$ cat config.mk
export PLATFORM = sky130hd
export DESIGN_NAME = gf180mcu_fd_sc_mcu9t5v0_norn_reg
export DESIGN_NICKNAME = d
export VERILOG_FILES = /design/src/rtl/gf180mcu_norn_pkg.sv /design/src/rtl/gf180mcu_norn_level.sv /design/src/rtl/gf180mcu_fd_sc_mcu9t5v0_norn_reg.sv
export SDC_FILE = /design/constraint.sdc
export NUM_CORES = 1
export LEC_CHECK = 0
export BUFFER_PORTS_ARGS = -buffer_cell sky130_fd_sc_hd__clkbuf_2
export CAP_MARGIN = 20
export CORE_AREA = 3 3 40 42
export CTS_CLUSTER_SIZE = 20
export DETAILED_ROUTE_END_ITERATION = 8
export DIE_AREA = 0 0 43 45
export PLACE_DENSITY = 0.58
export SETUP_SLACK_MARGIN = 0.1
export SLEW_MARGIN = 0
export SYNTH_ARGS = -nofsm -noshare
export SYNTH_HDL_FRONTEND = slang
export SYNTH_SLANG_ARGS = --single-unit
$ cat constraint.sdc
create_clock -name CLK -period 1.13 [get_ports CLK]
set_clock_uncertainty 0.1 [all_clocks]
set_input_delay 0.226 -clock CLK [delete_from_list [all_inputs] [get_ports CLK]]
set_output_delay 0.226 -clock CLK [all_outputs]
set_load 0.02 [all_outputs]
$ cat src/rtl/gf180mcu_norn_pkg.sv
// Shared constants and elaboration helpers for the pipelined NOR-reduction register.
//   RADIX    : fan-in of every reduction register
//   HOLD_MAX : largest supported HOLD
//   clog4    : number of tree levels for a given input width (at least 1)
//   groups   : register count at a given level (level 0 = raw input width)
package gf180mcu_norn_pkg;

    localparam int unsigned RADIX    = 4;
    localparam int unsigned HOLD_MAX = 255;

    function automatic int unsigned clog4(input int unsigned n);
        int unsigned l;
        int unsigned cap;
        l   = 1;
        cap = RADIX;
        // Eight steps cover widths far beyond the legal 1024 maximum.
        for (int i = 0; i < 8; i++) begin
            if (cap < n) begin
                l   = l + 1;
                cap = cap * RADIX;
            end
        end
        return l;
    endfunction

    function automatic int unsigned groups(input int unsigned n, input int unsigned level);
        int unsigned g;
        g = n;
        for (int unsigned i = 0; i < level; i++) begin
            g = (g + RADIX - 1) / RADIX;
        end
        return g;
    endfunction

endpackage

$ cat src/rtl/gf180mcu_norn_level.sv
// One registered radix-4 reduction level.
//   FIRST=1 : each output is NOR4 of its group, short group padded with 0
//   FIRST=0 : each output is AND4 of its group, short group padded with 1
// Ports:
//   clk, rst_n : clock, asynchronous active-low reset
//   in_bits    : IN_W bits from the previous level (or the sampled input)
//   out_q      : ceil(IN_W/4) registered results
module gf180mcu_norn_level
    import gf180mcu_norn_pkg::*;
#(
    parameter int unsigned IN_W  = 16,
    parameter bit          FIRST = 1'b1
) (
    input  logic                                   clk,
    input  logic                                   rst_n,
    input  logic [IN_W-1:0]                        in_bits,
    output logic [(IN_W + RADIX - 1) / RADIX - 1:0] out_q
);

    localparam int unsigned OUT_W = (IN_W + RADIX - 1) / RADIX;
    localparam int unsigned PAD_W = OUT_W * RADIX;

    logic [PAD_W-1:0] pad_v;
    logic [OUT_W-1:0] out_d;

    // Pad to a whole number of groups with the reduction's neutral value.
    always_comb begin
        pad_v = FIRST ? '0 : '1;
        pad_v[IN_W-1:0] = in_bits;
        out_d = '0;
        for (int unsigned g = 0; g < OUT_W; g++) begin
            out_d[g] = FIRST ? ~(|pad_v[g*RADIX +: RADIX]) : (&pad_v[g*RADIX +: RADIX]);
        end
    end

    always_ff @(posedge clk or negedge rst_n) begin
        if (!rst_n) begin
            out_q <= '0;
        end else begin
            out_q <= out_d;
        end
    end

endmodule

$ cat src/rtl/gf180mcu_fd_sc_mcu9t5v0_norn_reg.sv
// Pipelined WIDTH-input NOR with valid qualifier and zero-run stable flag.
// Optional build macro: GF180MCU_FD_SC_MCU9T5V0_NORN_MASK_EN adds mask port M
// (bit excluded when M[i]=1).
// Ports:
//   CLK    : rising-edge clock
//   RN     : asynchronous active-low reset
//   EN     : sample valid, A (and M) captured when 1
//   A      : data to reduce
//   M      : per-bit exclusion mask (mask build only)
//   ZN     : registered NOR of the last valid sample
//   ZN_VLD : one-cycle pulse when ZN was updated
//   ZN_STB : ZN has been 1 for HOLD consecutive valid results
module gf180mcu_fd_sc_mcu9t5v0_norn_reg
    import gf180mcu_norn_pkg::*;
#(
    parameter int unsigned WIDTH = 16,
    parameter int unsigned HOLD  = 3
) (
    input  logic             CLK,
    input  logic             RN,
    input  logic             EN,
    input  logic [WIDTH-1:0] A,
`ifdef GF180MCU_FD_SC_MCU9T5V0_NORN_MASK_EN
    input  logic [WIDTH-1:0] M,
`endif
    output logic             ZN,
    output logic             ZN_VLD,
    output logic             ZN_STB
);

    localparam int unsigned LEVELS = clog4(WIDTH);
    localparam int unsigned RC_W   = $clog2(HOLD + 1);

    logic [WIDTH-1:0]  a_s;
    logic              tree_res;
    logic [LEVELS-1:0] vld_q, vld_d;
    logic              zn_q, zn_d;
    logic              zn_vld_q, zn_vld_d;
    logic              zn_stb_q, zn_stb_d;
    logic [RC_W-1:0]   rc_q, rc_d;

    // Force idle samples to zero so undriven A never propagates into the tree.
    always_comb begin
`ifdef GF180MCU_FD_SC_MCU9T5V0_NORN_MASK_EN
        a_s = EN ? (A & ~M) : '0;
`else
        a_s = EN ? A : '0;
`endif
    end

    // Reduction tree: first level NOR4, upper levels AND4 of the NOR results.
    for (genvar l = 0; l < LEVELS; l++) begin : g_lvl
        localparam int unsigned IW = groups(WIDTH, l);
        localparam int unsigned OW = groups(WIDTH, l + 1);
        logic [IW-1:0] lvl_in;
        logic [OW-1:0] lvl_out;

        if (l == 0) begin : g_first
            assign lvl_in = a_s;
        end else begin : g_rest
            assign lvl_in = g_lvl[l-1].lvl_out;
        end

        gf180mcu_norn_level #(
            .IN_W  (IW),
            .FIRST ((l == 0) ? 1'b1 : 1'b0)
        ) u_lvl (
            .clk     (CLK),
            .rst_n   (RN),
            .in_bits (lvl_in),
            .out_q   (lvl_out)
        );
    end

    assign tree_res = g_lvl[LEVELS-1].lvl_out[0];

    // Valid pipeline tracks EN alongside the tree; output stage and run counter.
    always_comb begin
        vld_d    = vld_q << 1;
        vld_d[0] = EN;
        zn_d     = zn_q;
        zn_vld_d = vld_q[LEVELS-1];
        rc_d     = rc_q;
        if (vld_q[LEVELS-1]) begin
            zn_d = tree_res;
            if (tree_res) begin
                rc_d = (rc_q == RC_W'(HOLD)) ? rc_q : rc_q + RC_W'(1);
            end else begin
                rc_d = '0;
            end
        end
        // Computed from the next count so STB lands with the completing ZN.
        zn_stb_d = (rc_d == RC_W'(HOLD));
    end

    always_ff @(posedge CLK or negedge RN) begin
        if (!RN) begin
            vld_q    <= '0;
            zn_q     <= 1'b0;
            zn_vld_q <= 1'b0;
            zn_stb_q <= 1'b0;
            rc_q     <= '0;
        end else begin
            vld_q    <= vld_d;
            zn_q     <= zn_d;
            zn_vld_q <= zn_vld_d;
            zn_stb_q <= zn_stb_d;
            rc_q     <= rc_d;
        end
    end

    assign ZN     = zn_q;
    assign ZN_VLD = zn_vld_q;
    assign ZN_STB = zn_stb_q;

endmodule

==> results of run 1 <==
repair_timing:
item	in CTS	in global routing
setup endpoints to repair	3	3
hold endpoints to repair	12	0
buffers inserted	0	1
hold buffers	1	0
gates resized for setup	4	3
how the worst max path moves through the flow:
stage	from	end	slack, ns	depth (start not counted)
global placement	vld_q[1]$_DFF_PN0_	ZN_STB$_DFF_PN0_	0.24	2
floorplan	vld_q[1]$_DFF_PN0_	ZN_STB$_DFF_PN0_	0.28	2
global route	ZN$_DFFE_PN0P_	ZN	-0.01	1
finish	ZN$_DFFE_PN0P_	ZN	0.02	1
CTS	ZN$_DFFE_PN0P_	ZN	-0.007	1
detailed placement	vld_q[1]$_DFF_PN0_	ZN_STB$_DFF_PN0_	0.23	2
routing by layer:
metal,global-route usage (%),up-vias,wire (um)
met5,0,-,0
met4,7.23,0,12
met3,2.39,2,101
met2,15.9,22,349
met1,10.6,136,276
li1,-,153,-
through the flow:
stage          power, mW  setup slack [ns]  utilization, %
6_report           0.861            0.0192            46.4
5_1_grt            0.907           -0.0129            46.4
4_1_cts            0.873          -0.00675            45.4
3_5_place_dp       0.531             0.227            40.4
3_3_place_gp       0.530             0.245            40.4
2_1_floorplan      0.482             0.278               -
cell families (layout without fill, tap and decap cells):
logic type	after synthesis	after routing	share of synthesized area [%]
AOI/OAI and AO/OA	9	9	15.8
buffers and inverters	2	29	1.90
DFF	12	12	75.9
and+or+nand+nor	4	4	6.33
sequential cells by signal (all words and copies together) (netlist names):
register and cells:
ZN 1, g_lvl.u_lvl.out_q 5, ZN_VLD 1, ZN_STB 1, vld_q 2, rc_q 2
layout make-up:
cell class | count | area share (%)
clock buffers | 4 | 6.08
repair buffers | 23 | 24.5
flip-flops and latches | 12 | 50.3
well taps | 15 | 3.14
inverters | 2 | 1.26
multi-input cells | 13 | 14.7
power by group:
group | total (mW) | internal [mW] | switching (mW)
registers | 0.458 | 0.449 | 0.00895
logic | 0.0729 | 0.0420 | 0.0309
clock network | 0.330 | 0.195 | 0.134
layout by cell type, fill, tap and decap left out:
cell type / n
nand2_1: 1
nand2b_1: 1
clkbuf_2: 18
o41ai_1: 4
a21boi_0: 1
o21ai_0: 2
nor2b_1: 1
dfrtp_1: 12
buf_6: 1
clkbuf_4: 3
inv_1: 2
and4_1: 1
dlygate4sd3_1: 1
buf_4: 1
clkbuf_8: 3
a21oi_1: 2
==> results by group, run 1 <==
Synth
  • Most common cell in the netlist: dfrtp_1
  • Synth area leader: dfrtp_1
  • Area contributors post-synth: dfrtp_1 (76%), o41ai_1 (8.9%), a21oi_1 (2.5%)
  • Mapped Cells: 27
  • Post-Syn Nets: 46
  • Register area share after synthesis: 75.9%
  • Average size of a mapped cell: 14.6 sq um
  • Library cells used by synthesis: 10
  • Most common flop cell mapped by yosys: dfrtp_1
  • Share of synthesized registers carrying an async set or reset: 100%
  • Commonest cells in the netlist: dfrtp_1 (12), o41ai_1 (4), a21oi_1 (2), inv_1 (2), o21ai_0 (2)
  • Post-synth EDFFs: 0
  • Synthesis Warnings: 0
  • Yosys reg bits: 12
  • Netlist Area Pre-Place: slightly below 400 sq um
  • Top cell type's share of synthesized area: 75.9%

Critical path
  • FF-to-FF Start: vld_q[1]$_DFF_PN0_
  • Worst setup path category: reg2out
  • Startpoint Class: flop
  • Slowest stage delay, CP: 0.39 ns
  • Buf+Inv Stages, Crit Path: 1
  • R2R depth: 2
  • Critical path fanouts, max: 2
  • Family with the most delay on the worst path: flip-flops
  • Reg2reg end: ZN_STB$_DFF_PN0_
  • Req. time, crit path: 0.80 ns
  • Critical path's slowest cell: dfrtp_1
  • Nature of the critical path endpoint: output pin
  • Crit-path cells: buf_6
  • Reg2reg setup slack: between 0.2 and 0.25 ns
  • Critical Path AT: 0.78 ns

Routing
  • Drt initial violations: 3
  • DRC: 0
  • Drt first pass iters: 2
  • Post-DR vias/cell: 4.54
  • Via count: 313
  • Drt wl/cell: 10.7 um
  • Final wirelength: 739 um
  • Antenna Nets Post-Route: 0

CTS
  • Clock root cell: clkbuf_4
  • CTS sink count: 12
  • Worst skew pair latency: 0.26 ns
  • CTS clock-pin slew for the worst setup and hold paths: roughly 0.07 ns
  • CTS Buf Count: 3
  • Htree depth: 1
  • Clk buf depth: 2
  • CTS tree: done

Run
  • Max-cap violations: 0

Global route
  • Vias in the first global route: 341
  • Global-route wire length before repair: 1300 um
  • Largest net degree at the start of global routing: 13
  • Grt ovf: 0
  • Total track usage: 9.55%
  • Initial antenna violation count: 0

Layout
  • Multi-input logic area: 87.6 sq um
  • Layout Cells excl Fill: 69
  • Register area: 300 sq um
  • Syn-to-layout area delta: 50.9%
  • ANT cells: 0
  • Fill cells: 126
  • NumNets Final: 74
  • Fraction of layout cells with a size suffix above 1: 48.1%
  • Final instance area: between 500 and 600 sq um

Die
  • Die Area: ~1900 sq um
  • Rows: 13
  • DIE HEIGHT: 45 um
  • Initial Util: 30.8%
  • Core area: 1280 sq um
  • Ports: 22
  • DIE WIDTH: 43 um

Run status
  • Status: complete, no violations

STA
  • Slew margin rel.: about four fifths
  • Final cycle utilization of the critical path: 98.3%
  • Worst slew pin tran: 0.284 ns
  • Min cycle time layout: approximately 1.1 ns
  • RSZ-0062 raised after global routing: yes
  • Final-report setup violation count: 0
  • Setup TNS: 0 ns
  • Fmax: 0.900 GHz
  • Final Hold Fails: 0
  • Slew Viols, Final: 0
  • WHS: roughly 0.023 ns

Min path
  • Hold endpoint: g_lvl[0].u_lvl.out_q[1]$_DFF_PN0_
  • Worst Hold Path Cells: 2
  • Worst hold start: A[7]
  • Worst Hold Class: in2reg

Placed design
  • DP Area: 519 sq um
  • Hpwl dp: between 500 and 600 um
  • Cells after DPL: 63
  • IO buf count: 21
  • Placer Congestion: between 0.7 and 0.8

Power
  • LEAKAGE: 0.298 nW
  • Max VDD drop: 0.632 mV
  • Pwr Density: 1440 nW/um^2
(Power assumes the default switching activity.)
==> run 2: changes to the inputs <==
SETUP_SLACK_MARGIN = not set   (was 0.1)
==> run 2 against run 1 <==
Effect of this change:
- final area fell by 2.9%
- count of clock-buffer cells in the layout did not move
- via count rose by 0.64%
- setup slack barely moved
- first-iteration DRC count rose by 67%
- wire length did not move
- fmax barely moved
- non-clock buffer count did not move
- register-to-register slack barely moved
- sequential power barely moved
- highest routed layer unchanged
- die area did not move
==> results by group, run 2 (synthesis results as in run 1) <==
Min path
  • Hold endpoint: g_lvl[0].u_lvl.out_q[1]$_DFF_PN0_
  • Worst Hold Path Cells: 2 (unchanged)
  • Worst Hold Class: in2reg
  • Worst hold start: A[7]

Critical path
  • Critical Path AT: 0.79 ns (about the same)
  • Worst setup path category: reg2out
  • Critical path fanouts, max: 2 (unchanged)
  • Family with the most delay on the worst path: flip-flops
  • Crit-path cells: buf_6
  • Slowest stage delay, CP: 0.39 ns (about the same)
  • Buf+Inv Stages, Crit Path: 1 (unchanged)
  • Reg2reg setup slack: 0.22 ns (about the same)
  • Req. time, crit path: 0.80 ns (about the same)
  • Startpoint Class: flop
  • Nature of the critical path endpoint: output pin
  • Critical path's slowest cell: dfrtp_1
  • FF-to-FF Start: vld_q[1]$_DFF_PN0_
  • R2R depth: 2 (unchanged)
  • Reg2reg end: ZN_STB$_DFF_PN0_

Layout
  • Final instance area: 579 sq um (-2.9%)
  • Fill cells: 128 (+1.6%)
  • NumNets Final: 74 (unchanged)
  • Syn-to-layout area delta: 46.5%
  • Largest regs: g_lvl.u_lvl.out_q (5), rc_q (2), vld_q (2)
  • ANT cells: 0 (unchanged)
  • Highest-count cells in the layout ignoring fill and taps: clkbuf_2 (20), dfrtp_1 (12), o41ai_1 (4)
  • Number of flip-flops in the largest register: 5 (unchanged)
  • Commonest non-fill, non-tap cell in the layout: clkbuf_2
  • Fraction of layout cells with a size suffix above 1: 48.1% (unchanged)
  • Largest Register: g_lvl.u_lvl.out_q

CTS
  • Htree depth: 1 (unchanged)
  • CTS tree: done
  • CTS Buf Count: 3 (unchanged)
  • Clk buf depth: 2 (unchanged)
  • CTS sink count: 12 (unchanged)
  • CTS clock-pin slew for the worst setup and hold paths: 0.07 ns (about the same)
  • Worst skew pair latency: 0.26 ns (about the same)
  • Clock root cell: clkbuf_4

STA
  • Fmax: 0.900 GHz (about the same)
  • RSZ-0062 raised after global routing: yes
  • Final-report setup violation count: 0 (unchanged)
  • Slew margin rel.: 79.7% (-1.1 points)
  • Min cycle time layout: 1.11 ns (+0.000315 ns)
  • Final Hold Fails: 0 (unchanged)
  • Final cycle utilization of the critical path: 98.3% (about the same)
  • Final worst slack: 0.0188 ns (-0.000315 ns)
  • Worst slew pin tran: 0.304 ns (+0.0206 ns)
  • Slew Viols, Final: 0 (unchanged)

Power
  • Combinational share of power: 8.2% (-0.3 points)
  • Clock Power Share: 38.5% (+0.2 points)
  • Internal power: 0.683 mW (-0.44%)
  • LEAKAGE: 0.293 nW (-1.8%)
  • Switch share: 20.4% (+0.17 points)
  • Switching power: 0.175 mW (+0.63%)
  • Max VDD drop: 0.632 mV (about the same)
  • Pwr Density: 1480 nW/um^2 (+2.8%)
  • Part of the power in registers: 53.3% (about the same)

Routing
  • DRC: 0 (unchanged)
  • Drt initial violations: 5 (+2)
  • Via count: 315 (+0.64%)
  • Antenna Nets Post-Route: 0 (unchanged)
  • Final wirelength: 739 um (unchanged)
  • Post-DR vias/cell: 4.57 (+0.64%)
  • Drt first pass iters: 4 (+2)
  • Drt wl/cell: 10.7 um (unchanged)

Placed design
  • Placer Congestion: 0.701 (unchanged)
  • DP Area: 519 sq um (unchanged)
  • IO buf count: 21 (unchanged)
  • Post-place setup slack: 0.227 ns (unchanged)
  • Hpwl dp: 588 um (unchanged)

Run
  • Max-cap violations: 0 (unchanged)

Global route
  • Global-route wire length before repair: 1290 um (-1.1%)
  • Initial antenna violation count: 0 (unchanged)
  • Vias in the first global route: 329 (-3.5%)
  • Total track usage: 9.55% (unchanged)
  • Largest net degree at the start of global routing: 13 (unchanged)
  • Grt ovf: 0 (unchanged)

Die
  • Ports: 22 (unchanged)
  • Core area: 1280 sq um (unchanged)
  • DIE WIDTH: 43 um (unchanged)
  • DIE HEIGHT: 45 um (unchanged)
  • Initial Util: 30.8% (unchanged)
  • Die Area: 1940 sq um (unchanged)
  • Rows: 13 (unchanged)

Run status
  • Status: complete, no violations
run 2: worst max-delay path by stage:
stage	from	endpoint	slack, ns	depth (start not counted)
2_1_floorplan	vld_q[1]$_DFF_PN0_	ZN_STB$_DFF_PN0_	0.28	2
3_3_place_gp	vld_q[1]$_DFF_PN0_	ZN_STB$_DFF_PN0_	0.24	2
3_5_place_dp	vld_q[1]$_DFF_PN0_	ZN_STB$_DFF_PN0_	0.23	2
4_1_cts	ZN$_DFFE_PN0P_	ZN	-0.007	1
5_1_grt	ZN$_DFFE_PN0P_	ZN	-0.01	1
6_report	ZN$_DFFE_PN0P_	ZN	0.02	1
run 2: metal layers:
metal / GRT usage [%] / wire length (um) / part of all wire [%] / vias up
li1: - / - / - / 153
met1: 11.1 / 293 / 40 / 138
met2: 15.3 / 332 / 45 / 22
met3: 2.39 / 100 / 14 / 2
met4: 7.23 / 12 / 1.6 / 0
met5: 0 / 0 / 0 / -
run 2: area by class of cell:
| type | count | area, sq um | area share (%) |
|---|---|---|---|
| clock buffer | 4 | 36.3 | 6.26 |
| inverter | 2 | 7.51 | 1.30 |
| multi-input combinational | 13 | 87.6 | 15.1 |
| sequential | 12 | 300 | 51.8 |
| tap | 15 | 18.8 | 3.24 |
| timing repair buffer | 23 | 129 | 22.2 |
run 2: metrics by stage:
step | hold WS (ns) | total power, mW | utilization, % | std cells | TNS (ns)
final | 0.0224 | 0.859 | 45.1 | 69 | 0
after floorplan | -0.170 | 0.482 | - | 27 | 0
after global placement | 0.0204 | 0.530 | 40.4 | 63 | 0
after global routing | 0.0164 | 0.904 | 45.1 | 69 | -0.0129
after detailed placement | 0.0239 | 0.531 | 40.4 | 63 | 0
after CTS | 0.0147 | 0.870 | 44.0 | 68 | -0.00675
run 2: what timing repair did:
item / 4_1_cts / 5_1_grt
endpoints found under the hold margin: 12 / 0
setup buffers: 0 / 1
resized for setup: 0 / 3
hold buffers: 1 / 0
gates cloned: 0 / 0
setup endpoints to repair: 1 / 1
run 2: power groups by stage:
stage	Clock (mW)	Combinational, mW	Sequential, mW
global placement	0	0.0637	0.466
detailed placement	0	0.0645	0.466
global route	0.363	0.0805	0.460
finish	0.331	0.0705	0.458
floorplan	0	0.0130	0.469
CTS	0.345	0.0676	0.458
